### config.mk
export PLATFORM = sky130hd
export DESIGN_NAME = if_fetch_stage
export DESIGN_NICKNAME = d
export VERILOG_FILES = /design/src/rtl/if_fetch_stage.sv
export SDC_FILE = /design/constraint.sdc
export NUM_CORES = 1
export LEC_CHECK = 0
export BUFFER_PORTS_ARGS = -buffer_cell sky130_fd_sc_hd__buf_2
export CORE_ASPECT_RATIO = 0.8
export CORE_MARGIN = 1
export CORE_UTILIZATION = 45
export DETAILED_ROUTE_END_ITERATION = 6
export GPL_TIMING_DRIVEN = 0
export MAX_ROUTING_LAYER = met4
export PLACE_DENSITY = 0.67
export SKIP_CTS_REPAIR_TIMING = 1
export SYNTH_ARGS = -nofsm -noshare
export SYNTH_HDL_FRONTEND = slang
export SYNTH_SLANG_ARGS = --single-unit
export TNS_END_PERCENT = 100
### constraint.sdc
create_clock -name clk_IF -period 5.2 [get_ports clk_IF]
set_clock_uncertainty 0.1 [all_clocks]
set_input_delay 0.52 -clock clk_IF [delete_from_list [all_inputs] [get_ports clk_IF]]
set_output_delay 0.52 -clock clk_IF [all_outputs]
set_load 0.01 [all_outputs]
### src/rtl/if_fetch_stage.sv
// if_fetch_stage
// Instruction-fetch stage feeding the IF/ID pipeline register. Owns the fetch
// PC, keeps at most one instruction-memory request in flight (req/gnt/rvalid),
// parks a response in a one-entry skid buffer while IF/ID is stalled, and
// flushes on EX redirects, discarding any response that is still in flight.
//
// Ports
//   clk_IF          clock, rising edge
//   rst_IF          asynchronous reset, active low
//   stall_IF        IF/ID not accepting this cycle
//   redirect_IF     taken branch/jump from EX, flush fetch
//   redirect_PC_IF  redirect target (low two bits ignored)
//   imem_req_IF     fetch request
//   imem_addr_IF    fetch address
//   imem_gnt_IF     request accepted this cycle
//   imem_rvalid_IF  response data valid
//   imem_rdata_IF   response instruction
//   PC_out_IF       PC of the held instruction
//   inst_out_IF     held instruction (NOP_INST while invalid)
//   valid_out_IF    output slot holds a live instruction
//
// state | meaning
// ------+---------------------------------------------------------------
// REQ   | request driven at fetch_pc, waiting for gnt
// WAIT  | request granted, response outstanding
// HOLD  | response parked in skid, output slot full and stalled
// DROP  | response outstanding that must be discarded (redirected)

module if_fetch_stage #(
  parameter logic [31:0] RESET_PC = 32'h0000_0000,
  parameter logic [31:0] NOP_INST = 32'h0000_0013
) (
  input  logic        clk_IF,
  input  logic        rst_IF,
  input  logic        stall_IF,
  input  logic        redirect_IF,
  input  logic [31:0] redirect_PC_IF,
  output logic        imem_req_IF,
  output logic [31:0] imem_addr_IF,
  input  logic        imem_gnt_IF,
  input  logic        imem_rvalid_IF,
  input  logic [31:0] imem_rdata_IF,
  output logic [31:0] PC_out_IF,
  output logic [31:0] inst_out_IF,
  output logic        valid_out_IF
);

  localparam logic [1:0] ST_REQ  = 2'd0;
  localparam logic [1:0] ST_WAIT = 2'd1;
  localparam logic [1:0] ST_HOLD = 2'd2;
  localparam logic [1:0] ST_DROP = 2'd3;

  logic [1:0]  state_q, state_d;
  logic [31:0] fetch_pc_q, fetch_pc_d;
  logic [31:0] req_pc_q, req_pc_d;
  logic [31:0] skid_pc_q, skid_pc_d;
  logic [31:0] skid_inst_q, skid_inst_d;
  logic [31:0] pc_out_q, pc_out_d;
  logic [31:0] inst_out_q, inst_out_d;
  logic        valid_out_q, valid_out_d;

  logic [31:0] target;
  logic        load;
  logic [31:0] load_pc;
  logic [31:0] load_inst;

  assign target = {redirect_PC_IF[31:2], 2'b00};

  always_comb begin
    state_d     = state_q;
    fetch_pc_d  = fetch_pc_q;
    req_pc_d    = req_pc_q;
    skid_pc_d   = skid_pc_q;
    skid_inst_d = skid_inst_q;
    load        = 1'b0;
    load_pc     = req_pc_q;
    load_inst   = imem_rdata_IF;

    case (state_q)
      ST_REQ: begin
        if (imem_gnt_IF) begin
          if (redirect_IF) begin
            // Granted request is already stale; its response must be eaten.
            state_d    = ST_DROP;
            fetch_pc_d = target;
          end else begin
            state_d    = ST_WAIT;
            req_pc_d   = fetch_pc_q;
            fetch_pc_d = fetch_pc_q + 32'd4;
          end
        end else if (redirect_IF) begin
          fetch_pc_d = target;
        end
      end
      ST_WAIT: begin
        if (imem_rvalid_IF) begin
          if (redirect_IF) begin
            state_d    = ST_REQ;
            fetch_pc_d = target;
          end else if (!valid_out_q || !stall_IF) begin
            state_d = ST_REQ;
            load    = 1'b1;
          end else begin
            state_d     = ST_HOLD;
            skid_pc_d   = req_pc_q;
            skid_inst_d = imem_rdata_IF;
          end
        end else if (redirect_IF) begin
          state_d    = ST_DROP;
          fetch_pc_d = target;
        end
      end
      ST_HOLD: begin
        if (redirect_IF) begin
          state_d    = ST_REQ;
          fetch_pc_d = target;
        end else if (!stall_IF) begin
          state_d   = ST_REQ;
          load      = 1'b1;
          load_pc   = skid_pc_q;
          load_inst = skid_inst_q;
        end
      end
      ST_DROP: begin
        // Only one response can be pending, so a further redirect just
        // retargets the fetch PC.
        if (redirect_IF) fetch_pc_d = target;
        if (imem_rvalid_IF) state_d = ST_REQ;
      end
      default: state_d = ST_REQ;
    endcase
  end

  // Output slot: redirect flush beats a load, a load beats drain on !stall.
  always_comb begin
    pc_out_d    = pc_out_q;
    inst_out_d  = inst_out_q;
    valid_out_d = valid_out_q;
    if (redirect_IF) begin
      pc_out_d    = 32'd0;
      inst_out_d  = NOP_INST;
      valid_out_d = 1'b0;
    end else if (load) begin
      pc_out_d    = load_pc;
      inst_out_d  = load_inst;
      valid_out_d = 1'b1;
    end else if (!stall_IF) begin
      inst_out_d  = NOP_INST;
      valid_out_d = 1'b0;
    end
  end

  always_ff @(posedge clk_IF or negedge rst_IF) begin
    if (!rst_IF) begin
      state_q     <= ST_REQ;
      fetch_pc_q  <= RESET_PC;
      req_pc_q    <= 32'd0;
      skid_pc_q   <= 32'd0;
      skid_inst_q <= 32'd0;
      pc_out_q    <= 32'd0;
      inst_out_q  <= NOP_INST;
      valid_out_q <= 1'b0;
    end else begin
      state_q     <= state_d;
      fetch_pc_q  <= fetch_pc_d;
      req_pc_q    <= req_pc_d;
      skid_pc_q   <= skid_pc_d;
      skid_inst_q <= skid_inst_d;
      pc_out_q    <= pc_out_d;
      inst_out_q  <= inst_out_d;
      valid_out_q <= valid_out_d;
    end
  end

  assign imem_req_IF  = (state_q == ST_REQ);
  assign imem_addr_IF = fetch_pc_q;
  assign PC_out_IF    = pc_out_q;
  assign inst_out_IF  = inst_out_q;
  assign valid_out_IF = valid_out_q;

endmodule

==> summary.md, run 1 <==
| Metric | Value |
|---|---|
| Synth Flop Type | dfrtp_1 |
| CTS root buffer | clkbuf_16 |
| Setup WS post-layout | 2.41 ns |
| YS warnings | 0 |
| Vias in the first global route | 6,364 |
| Syn avg cell area | 12.0 µm² |
| Sequential cell area | 4880 µm² |
| Wirelength per Cell | 18.2 µm |
| Hpwl dp | 14,900 µm |
| Skew-Pair Late Insertion Delay | 0.43 ns |
| Vias per inst | 5.42 |
| Layout Cells excl Fill | 1,172 |
| Largest net degree at the start of global routing | 119 |
| Global Route Usage Sum | 23.8% |
| WHS Path Cells | 3 |
| P&R area growth vs syn | 20.7% |
| CTS tree | built |
| DIE AREA | 19,700 µm² |
| Die Ht | 126 µm |
| RSZ-0062 raised after global routing | no |
| Initial drt markers | 326 |
| Synth cell types | 46 |
| Diode count | 0 |
| Worst Hold Margin | 0.196 ns |
| Fin Setup TNS | 0 ns |
| GR Overflow Total | 0 |
| Sink Count | 195 |
| Post-placement cell count | 1,139 |
| Layout fillers | 1,652 |
| Cell Area, Synth | 8620 µm² |
| WS Path Type | flop to flop |
| Fmax | 0.359 GHz |
| Die width | 157 µm |
| PortBufs | 165 |
| TritonCTS Buffers | 17 |
| Worst setup SP type | flop |
| Critical Path RT | 5.46 ns |
| Seq/Total Area, Yosys | 56.7% |
| Final WL | 21,300 µm |
| Asr flop ratio synth | 100% |
| Pleak | 0.00539 µW |
| Initial antenna violation count | 0 |
| Status | finished clean |
| Number of flops mapped to enable cells by yosys | 0 |
| Net count, final | 981 |
| Max VDD drop | 0.205 mV |
| Cell Rows | 44 |
| Mapped Nets | 795 |
| Tmin final | 2.79 ns |
| Post-Syn Instances | 720 |
| Final period utilization | 53.6% |
| Flip-flop and latch count after synthesis | 195 |
| Slew @ Worst Pin | 0.983 ns |
| Vias | 6,353 |
| Post-route ant nets | 0 |
| Pwr/cell area | 447 nW/µm² |
| Setup Viol. Count Final | 0 |
| Wire length of the first global-routing pass | 34,500 µm |
| Ports | 168 |
| Finished Cell Area | 10,400 µm² |
| Yosys top cell by area | dfrtp_1 |
| Reg2reg path depth | 8 |
| CP arrival | 3.04 ns |
| # DRC | 0 |
| TritonRoute pass-1 iters | 5 |
| Core box area | 18,400 µm² |
| Initial core utilization | 46.7% |
| Max Cap Viol | 0 |
| Placed standard-cell area | 9800 µm² |
| Bufs on Longest Clock Path | 2 |
| Fin. max-slew vios | 0 |
| Crit. End Element | flop |
| Yosys top cell area share | 55.8% |
| Area taken by multi-input logic gates | 3500 µm² |
| Pre-CTS setup slack | 2.28 ns |
| Synth area leaders | dfrtp_1 (56%), mux2_2 (12%), mux2i_1 (7.8%) |
| CTS HTree Levels | 4 |
| Crit path max fanout | 10 |
| Relative slew slack | 33.9% |
| Share of cells above drive strength 1 | 37.2% |
| RePlAce Congestion | 0.783 |
| Worst-path clk slew | 0.08 ns |
| Final Hold Fails | 0 |
| Hold Path Class | input port to flop |
-- final cells by class --
type                            instances  area share (%)
Inverter                               12           0.433
Buffer                                 47            1.79
Clock buffer                           18            4.22
Sequential cell                       195            47.0
Timing Repair Buffer                  167            8.40
Multi-Input combinational cell        466            33.7
Tap cell                              253            3.04
Clock inverter                         14            1.47
-- kinds of logic (layout without fill, tap and decap cells) --
| kind of cell | count (synthesis) | count (layout) | share of synthesized area [%] |
|---|---|---|---|
| and+or+nand+nor | 170 | 170 | 9.45 |
| AOI/OAI and AO/OA | 120 | 120 | 9.40 |
| adders and majority gates | 5 | 5 | 0.726 |
| muxes | 160 | 160 | 19.9 |
| DFF | 195 | 195 | 56.7 |
| xor gates and xnor gates | 11 | 11 | 1.12 |
| buffers and inverters | 59 | 258 | 2.69 |
-- power breakdown --
part,leakage (µW),internal (µW),switching [µW],total [µW]
Clock,0.000285,729,600,1330
Combinational,0.00254,564,560,1120
Sequential,0.00257,1930,261,2190
-- cell usage after synthesis (all sizes together), types with 5 or more instances --
cell and instances:
xnor2 7, or4 14, buf 12, clkbuf 35
a31oi 10, o21ai 52, nand3 11, nor4 5
mux2 93, nand2 67, nor2 47, ha 5
o31ai 8, dfrtp 192, nand4 7, mux2i 67
a31o 32, inv 12
-- placed cells by master (no fill, tap or decap), types with 3 or more instances in the layout --
cell	n
a211o_1	3
a21oi_1	3
a31o_2	32
a31oi_1	10
buf_1	5
buf_2	171
clkbuf_1	34
clkbuf_16	17
clkinv_2	3
clkinvlp_4	3
dfrtp_1	192
dfstp_2	3
ha_1	5
inv_1	12
inv_6	3
mux2_2	93
mux2i_1	67
nand2_1	67
nand2b_1	3
nand3_1	9
nand4_1	6
nor2_1	47
nor2b_1	3
nor4_1	5
o21ai_0	52
o22a_1	3
o31ai_1	8
or4_1	14
xnor2_1	7
xor2_1	4
-- through the flow --
step           power [µW]  util (%)
3_5_place_dp         3350      53.1
2_1_floorplan        2930         -
3_3_place_gp         3300      52.9
5_1_grt              4910      56.4
6_report             4640      56.4
4_1_cts              4680      56.3
-- sequential cells by signal (all words and copies together), names as in the netlist --
register,flops
PC_out_IF,32
imem_addr_IF,32
inst_out_IF,32
req_pc_q,32
skid_inst_q,32
skid_pc_q,32
state_q,2
valid_out_IF,1
-- metal layers --
layer | track usage [%] | up-vias | wire length [µm]
li1 | - | 2954 | -
met1 | 32.8 | 3214 | 10100
met2 | 35.7 | 156 | 9920
met3 | 4.44 | 29 | 935
met4 | 6.81 | 0 | 384
met5 | - | - | 0
-- worst max-delay path: stages, from the launching register on --
cell	delay (ns)
dfrtp_1	0.41
inv_1	0.09
ha_1	0.16
clkbuf_2	0.19
nand4_1	0.37
or4_1	0.55
buf_2	0.21
or4_1	0.47
a31oi_1	0.16
-- final timing paths --
| kind | start | endpoint | slack, ns |
|---|---|---|---|
| min reg2reg | inst_out_IF[3] | inst_out_IF[3] | 0.37 |
| max | state_q[0] | imem_addr_IF[21] | 2.41 |
| min | redirect_PC_IF[10] | imem_addr_IF[10] | 0.20 |
| max reg2reg | state_q[0] | imem_addr_IF[21] | 2.41 |
| max in group asynchronous | rst_IF | skid_pc_q[9] | 3.47 |
| min in group asynchronous | rst_IF | skid_inst_q[24] | 0.53 |
No activity file was read; power rests on OpenSTA's default activity.
==> inputs of run 2 (changes only) <==
clock period = 2.8 ns   (was 5.2 ns; I/O delays follow)
==> summary.md, run 2 (synthesis gave the netlist of run 1 again) <==
| Metric | Value |
|---|---|
| PortBufs | 165 (unchanged) |
| Initial core utilization | 46.7% (unchanged) |
| Hold Path Class | input port to flop |
| Vias | 6,539 (+2.9%) |
| Final WL | 21,900 µm (+2.8%) |
| Ports | 168 (unchanged) |
| Die width | 157 µm (unchanged) |
| Worst Hold Margin | -0.00911 ns (-0.205 ns) |
| Slew @ Worst Pin | 0.962 ns (-0.0208 ns) |
| GR Overflow Total | 0 (unchanged) |
| RSZ-0062 raised after global routing | no |
| WS Path Type | flop to flop |
| Vias in the first global route | 6,364 (unchanged) |
| Pre-CTS setup slack | -0.0114 ns (-2.29 ns) |
| Critical Path RT | 3.07 ns (-2.39 ns) |
| Largest net degree at the start of global routing | 119 (unchanged) |
| Most common cell on crit path | nand3_1 |
| Diode count | 0 (unchanged) |
| Max stage delay on crit path | 0.63 ns (+0.08 ns) |
| Share of cells above drive strength 1 | 36.1% (-1.2 points) |
| Failing checks | negative hold slack |
| Fin. max-slew vios | 0 (unchanged) |
| P&R area growth vs syn | 26.1% |
| CTS root buffer | clkbuf_16 |
| Skew-Pair Late Insertion Delay | 0.43 ns (about the same) |
| Crit. End Element | flop |
| Max Cap Viol | 0 (unchanged) |
| Initial antenna violation count | 0 (unchanged) |
| Net count, final | 1,027 (+4.7%) |
| Worst-path clk slew | 0.08 ns (about the same) |
| Wire length of the first global-routing pass | 34,500 µm (unchanged) |
| Most common cell after layout, fill and taps aside | dfrtp_1 |
| CP top delay family | simple AND/OR/NAND/NOR gates |
| Final Hold Fails | 3 (+3) |
| Status | complete, but fails checks |
| Bufs on Longest Clock Path | 2 (unchanged) |
| Hpwl dp | 14,900 µm (unchanged) |
| Placed standard-cell area | 9800 µm² (unchanged) |
| Worst setup SP type | flop |
| Final period utilization | 95.1% (+41 points) |
| Pleak | 0.00559 µW (+3.7%) |
| DIE AREA | 19,700 µm² (unchanged) |
| Post-route ant nets | 0 (unchanged) |
| CP max stage cell | or4_4 |
| TritonRoute pass-1 iters | 5 (unchanged) |
| CP arrival | 2.93 ns (-0.11 ns) |
| RePlAce Congestion | 0.783 (unchanged) |
| Setup WS post-layout | 0.139 ns (-2.27 ns) |
| # DRC | 0 (unchanged) |
| Cell Rows | 44 (unchanged) |
| Vias per inst | 5.37 (-0.96%) |
| CP cell instances | inv_1 -> ha_1 -> clkbuf_2 -> nand3_1 -> or4_4 -> buf_2 -> or4_1 -> nand3_1 |
| Most frequent cells in the layout | dfrtp_1 (192), buf_2 (171), mux2_2 (93) |
| Tmin final | 2.66 ns (-0.127 ns) |
| Setup Viol. Count Final | 0 (unchanged) |
| Wirelength per Cell | 18.0 µm (-1.0%) |
| CTS tree | built |
| Global Route Usage Sum | 23.8% (unchanged) |
| Initial drt markers | 364 (+12%) |
| Fmax | 0.376 GHz (+4.8%) |
| TritonCTS Buffers | 17 (unchanged) |
| CTS HTree Levels | 4 (unchanged) |
| Max VDD drop | 0.381 mV (+86%) |
| Overall Power | 8680 µW (+87%) |
| Buf+Inv Stages, Crit Path | 3 (unchanged) |
| Crit path max fanout | 10 (unchanged) |
| Pwr/cell area | 799 nW/µm² (+79%) |
| Core box area | 18,400 µm² (unchanged) |
| Sink Count | 195 (unchanged) |
| Die Ht | 126 µm (unchanged) |
| Finished Cell Area | 10,900 µm² (+4.5%) |
| Relative slew slack | 35.2% (+1.4 points) |
## run 2: routing by layer
metal	global-route usage, %	vias up	share of wire, %
li1	-	3046	-
met1	32.8	3313	47
met2	35.7	155	48
met3	4.44	25	3.9
met4	6.81	0	1.6
met5	-	-	0
## run 2: area by class of cell
type                            count  area [µm²]
Fill cell                        1607        7580
Tap cell                          253         317
Sequential cell                   195        4880
Multi-Input combinational cell    466        3510
Clock inverter                     14         153
Clock buffer                       18         439
Buffer                             47         189
Timing Repair Buffer              213        1330
Inverter                           12        45.0
## run 2: worst min-delay path, delay by kind of cell
family / cells / cell delay, ns
buffers and inverters: 1 / 0.10
AOI/OAI and AO/OA: 1 / 0.04
and+or+nand+nor: 1 / 0.07
## run 2: worst paths after layout
check / cells after the start / endpoint / slack, ns / start
setup reg to reg: 8 / imem_addr_IF[20] / 0.14 / state_q[1]
min in group asynchronous: 2 / skid_inst_q[24] / 0.30 / rst_IF
setup / recovery: 8 / imem_addr_IF[20] / 0.14 / state_q[1]
max in group asynchronous: 3 / skid_pc_q[9] / 1.31 / rst_IF
hold reg to reg: 2 / inst_out_IF[3] / 0.37 / inst_out_IF[3]
hold / removal: 3 / imem_addr_IF[12] / -0.009 / redirect_PC_IF[12]
## run 2: power by group
part / leakage [µW] / internal [µW] / switching [µW]
logic: 0.00274 / 1090 / 1050
registers: 0.00257 / 3590 / 488
clock network: 0.000285 / 1350 / 1110
total: 0.00559 / 6030 / 2650
## run 2: through the flow
step,setup TNS (ns),cells,util [%]
3_3_place_gp,-373.88,1138,52.9
6_report,0,1218,58.9
2_1_floorplan,0,720,-
3_5_place_dp,-0.0388,1139,53.1
5_1_grt,0,1218,58.9
4_1_cts,-0.135,1171,56.3
==> inputs of run 3 (changes only) <==
PLACE_DENSITY = unset   (was 0.67)
PLACE_DENSITY_LB_ADDON = 0.05   (was unset)
==> summary.md, run 3 (synthesis gave the netlist of run 1 again) <==
| Metric | Value |
|---|---|
| CTS root buffer | clkbuf_16 |
| Pleak | 0.00559 µW (about the same) |
| Fmax | 0.374 GHz (-0.49%) |
| Max VDD drop | 0.414 mV (+8.7%) |
| Vias per inst | 5.37 (about the same) |
| WS Path Type | flop to flop |
| Vias in the first global route | 6,329 (-0.55%) |
| Worst Hold Margin | -0.0103 ns (-0.00124 ns) |
| Hold Path Class | input port to flop |
| Finished Cell Area | 10,900 µm² (+0.43%) |
| Largest net degree at the start of global routing | 118 (-0.84%) |
| Final period utilization | 95.5% (+0.47 points) |
| PortBufs | 165 (unchanged) |
| Core box area | 18,400 µm² (unchanged) |
| RSZ-0062 raised after global routing | no |
| Final Hold Fails | 1 (-2) |
| Bufs on Longest Clock Path | 2 (unchanged) |
| Crit. End Element | flop |
| Worst-path clk slew | 0.07 ns (about the same) |
| CP cell instances | inv_2 -> ha_4 -> buf_6 -> nand4_1 -> or4_4 -> buf_4 -> or4_1 -> a31oi_1 |
| Cell Rows | 44 (unchanged) |
| Skew-Pair Late Insertion Delay | 0.43 ns (about the same) |
| Share of cells above drive strength 1 | 36.4% (+0.38 points) |
| Fin Setup TNS | 0 ns (unchanged) |
| Fin. max-slew vios | 0 (unchanged) |
| Pwr/cell area | 802 nW/µm² (+0.36%) |
| CTS tree | built |
| CP arrival | 2.93 ns (about the same) |
| Net count, final | 1,028 (+0.097%) |
| Wire length of the first global-routing pass | 34,300 µm (-0.64%) |
| Worst path depth | 8 (unchanged) |
| GR Overflow Total | 0 (unchanged) |
| Initial antenna violation count | 2 (+2) |
| Post-route ant nets | 0 (unchanged) |
| WHS Path Cells | 3 (unchanged) |
| TritonRoute pass-1 iters | 6 (+1) |
| Ports | 168 (unchanged) |
| TritonCTS Buffers | 17 (unchanged) |
| Die width | 157 µm (unchanged) |
| P&R area growth vs syn | 26.6% |
| Vias | 6,556 (+0.26%) |
| CP top delay family | simple AND/OR/NAND/NOR gates |
| Relative slew slack | 34.1% (-1.2 points) |
| Worst setup SP type | flop |
| RePlAce Congestion | 0.797 (+1.8%) |
| Setup Viol. Count Final | 0 (unchanged) |
| Placed standard-cell area | 9800 µm² (unchanged) |
| Final WL | 22,100 µm (+0.78%) |
| # DRC | 0 (unchanged) |
| Failing checks | negative hold slack |
| Max Cap Viol | 0 (unchanged) |
| Buf+Inv Stages, Crit Path | 3 (unchanged) |
| Global Route Usage Sum | 23.6% (-0.16 points) |
| Crit path max fanout | 10 (unchanged) |
| Sink Count | 195 (unchanged) |
| Reg2reg path depth | 8 (unchanged) |
| Initial drt markers | 406 (+12%) |
| Most frequent cells in the layout | dfrtp_1 (192), buf_2 (170), mux2_2 (93) |
| CTS HTree Levels | 4 (unchanged) |
| Status | complete, but fails checks |
| DIE AREA | 19,700 µm² (unchanged) |
| Initial core utilization | 46.7% (unchanged) |
| Max stage delay on crit path | 0.58 ns (-0.05 ns) |
| Hpwl dp | 15,500 µm (+4.1%) |
| Die Ht | 126 µm (unchanged) |
| Slew @ Worst Pin | 0.980 ns (+0.0172 ns) |
| Wirelength per Cell | 18.1 µm (+0.53%) |
| Tmin final | 2.67 ns (+0.0131 ns) |
| CP max stage cell | or4_4 |
| Critical Path RT | 3.06 ns (about the same) |
| Most common cell after layout, fill and taps aside | dfrtp_1 |
## run 3: cell count changes in the layout (fill, tap and decap cells not counted), sizes merged
cell,before,now
clkinv,5,2
clkinvlp,3,4
clkbuf,54,56
diode,0,2
dlygate4sd3,45,46
## run 3: area by class of cell
type / instances / area [µm²]
Antenna cell: 2 / 5.00
Buffer: 47 / 199
Clock buffer: 20 / 447
Clock inverter: 12 / 145
Fill cell: 1548 / 7530
Inverter: 12 / 45.0
Multi-Input combinational cell: 466 / 3530
Sequential cell: 195 / 4880
Tap cell: 253 / 317
Timing Repair Buffer: 214 / 1340
## run 3: worst min-delay path, cell delays in order
cell	delay [ns]
buf_2	0.07
nand2_1	0.04
o21ai_0	0.08
## run 3: path summary, 6_finish.rpt
| check | from | to | slack (ns) |
|---|---|---|---|
| setup / recovery | state_q[0] | imem_addr_IF[21] | 0.13 |
| max in group asynchronous | rst_IF | imem_addr_IF[6] | 1.33 |
| min in group asynchronous | rst_IF | skid_inst_q[7] | 0.31 |
| hold / removal | redirect_PC_IF[4] | imem_addr_IF[4] | -0.01 |
| hold reg to reg | inst_out_IF[25] | inst_out_IF[25] | 0.38 |
| setup reg to reg | state_q[0] | imem_addr_IF[21] | 0.13 |
## run 3: stage by stage
step	worst slack, ns	cells	power [µW]	util (%)	hold slack [ns]
floorplan	0.359	720	5450	-	-0.116
global placement	-1.79	1138	6120	52.9	0.355
detailed placement	-0.0694	1139	6250	53.1	0.201
CTS	-0.0861	1171	8720	56.3	-0.268
global route	0.0272	1221	9230	59.1	0.00101
finish	0.125	1221	8750	59.1	-0.0103
## run 3: routing by layer
| metal | vias up | share of wire [%] | global-route usage, % |
|---|---|---|---|
| met2 | 152 | 47 | 35.6 |
| met1 | 3312 | 48 | 32.4 |
| met5 | - | 0 | - |
| met3 | 29 | 4.2 | 4.47 |
| met4 | 0 | 1.6 | 7.09 |
| li1 | 3063 | - | - |
## run 3: power breakdown
group / internal (µW) / total [µW] / switching, µW
clock: 1360 / 2470 / 1110
combinational: 1130 / 2200 / 1080
sequential: 3590 / 4070 / 487
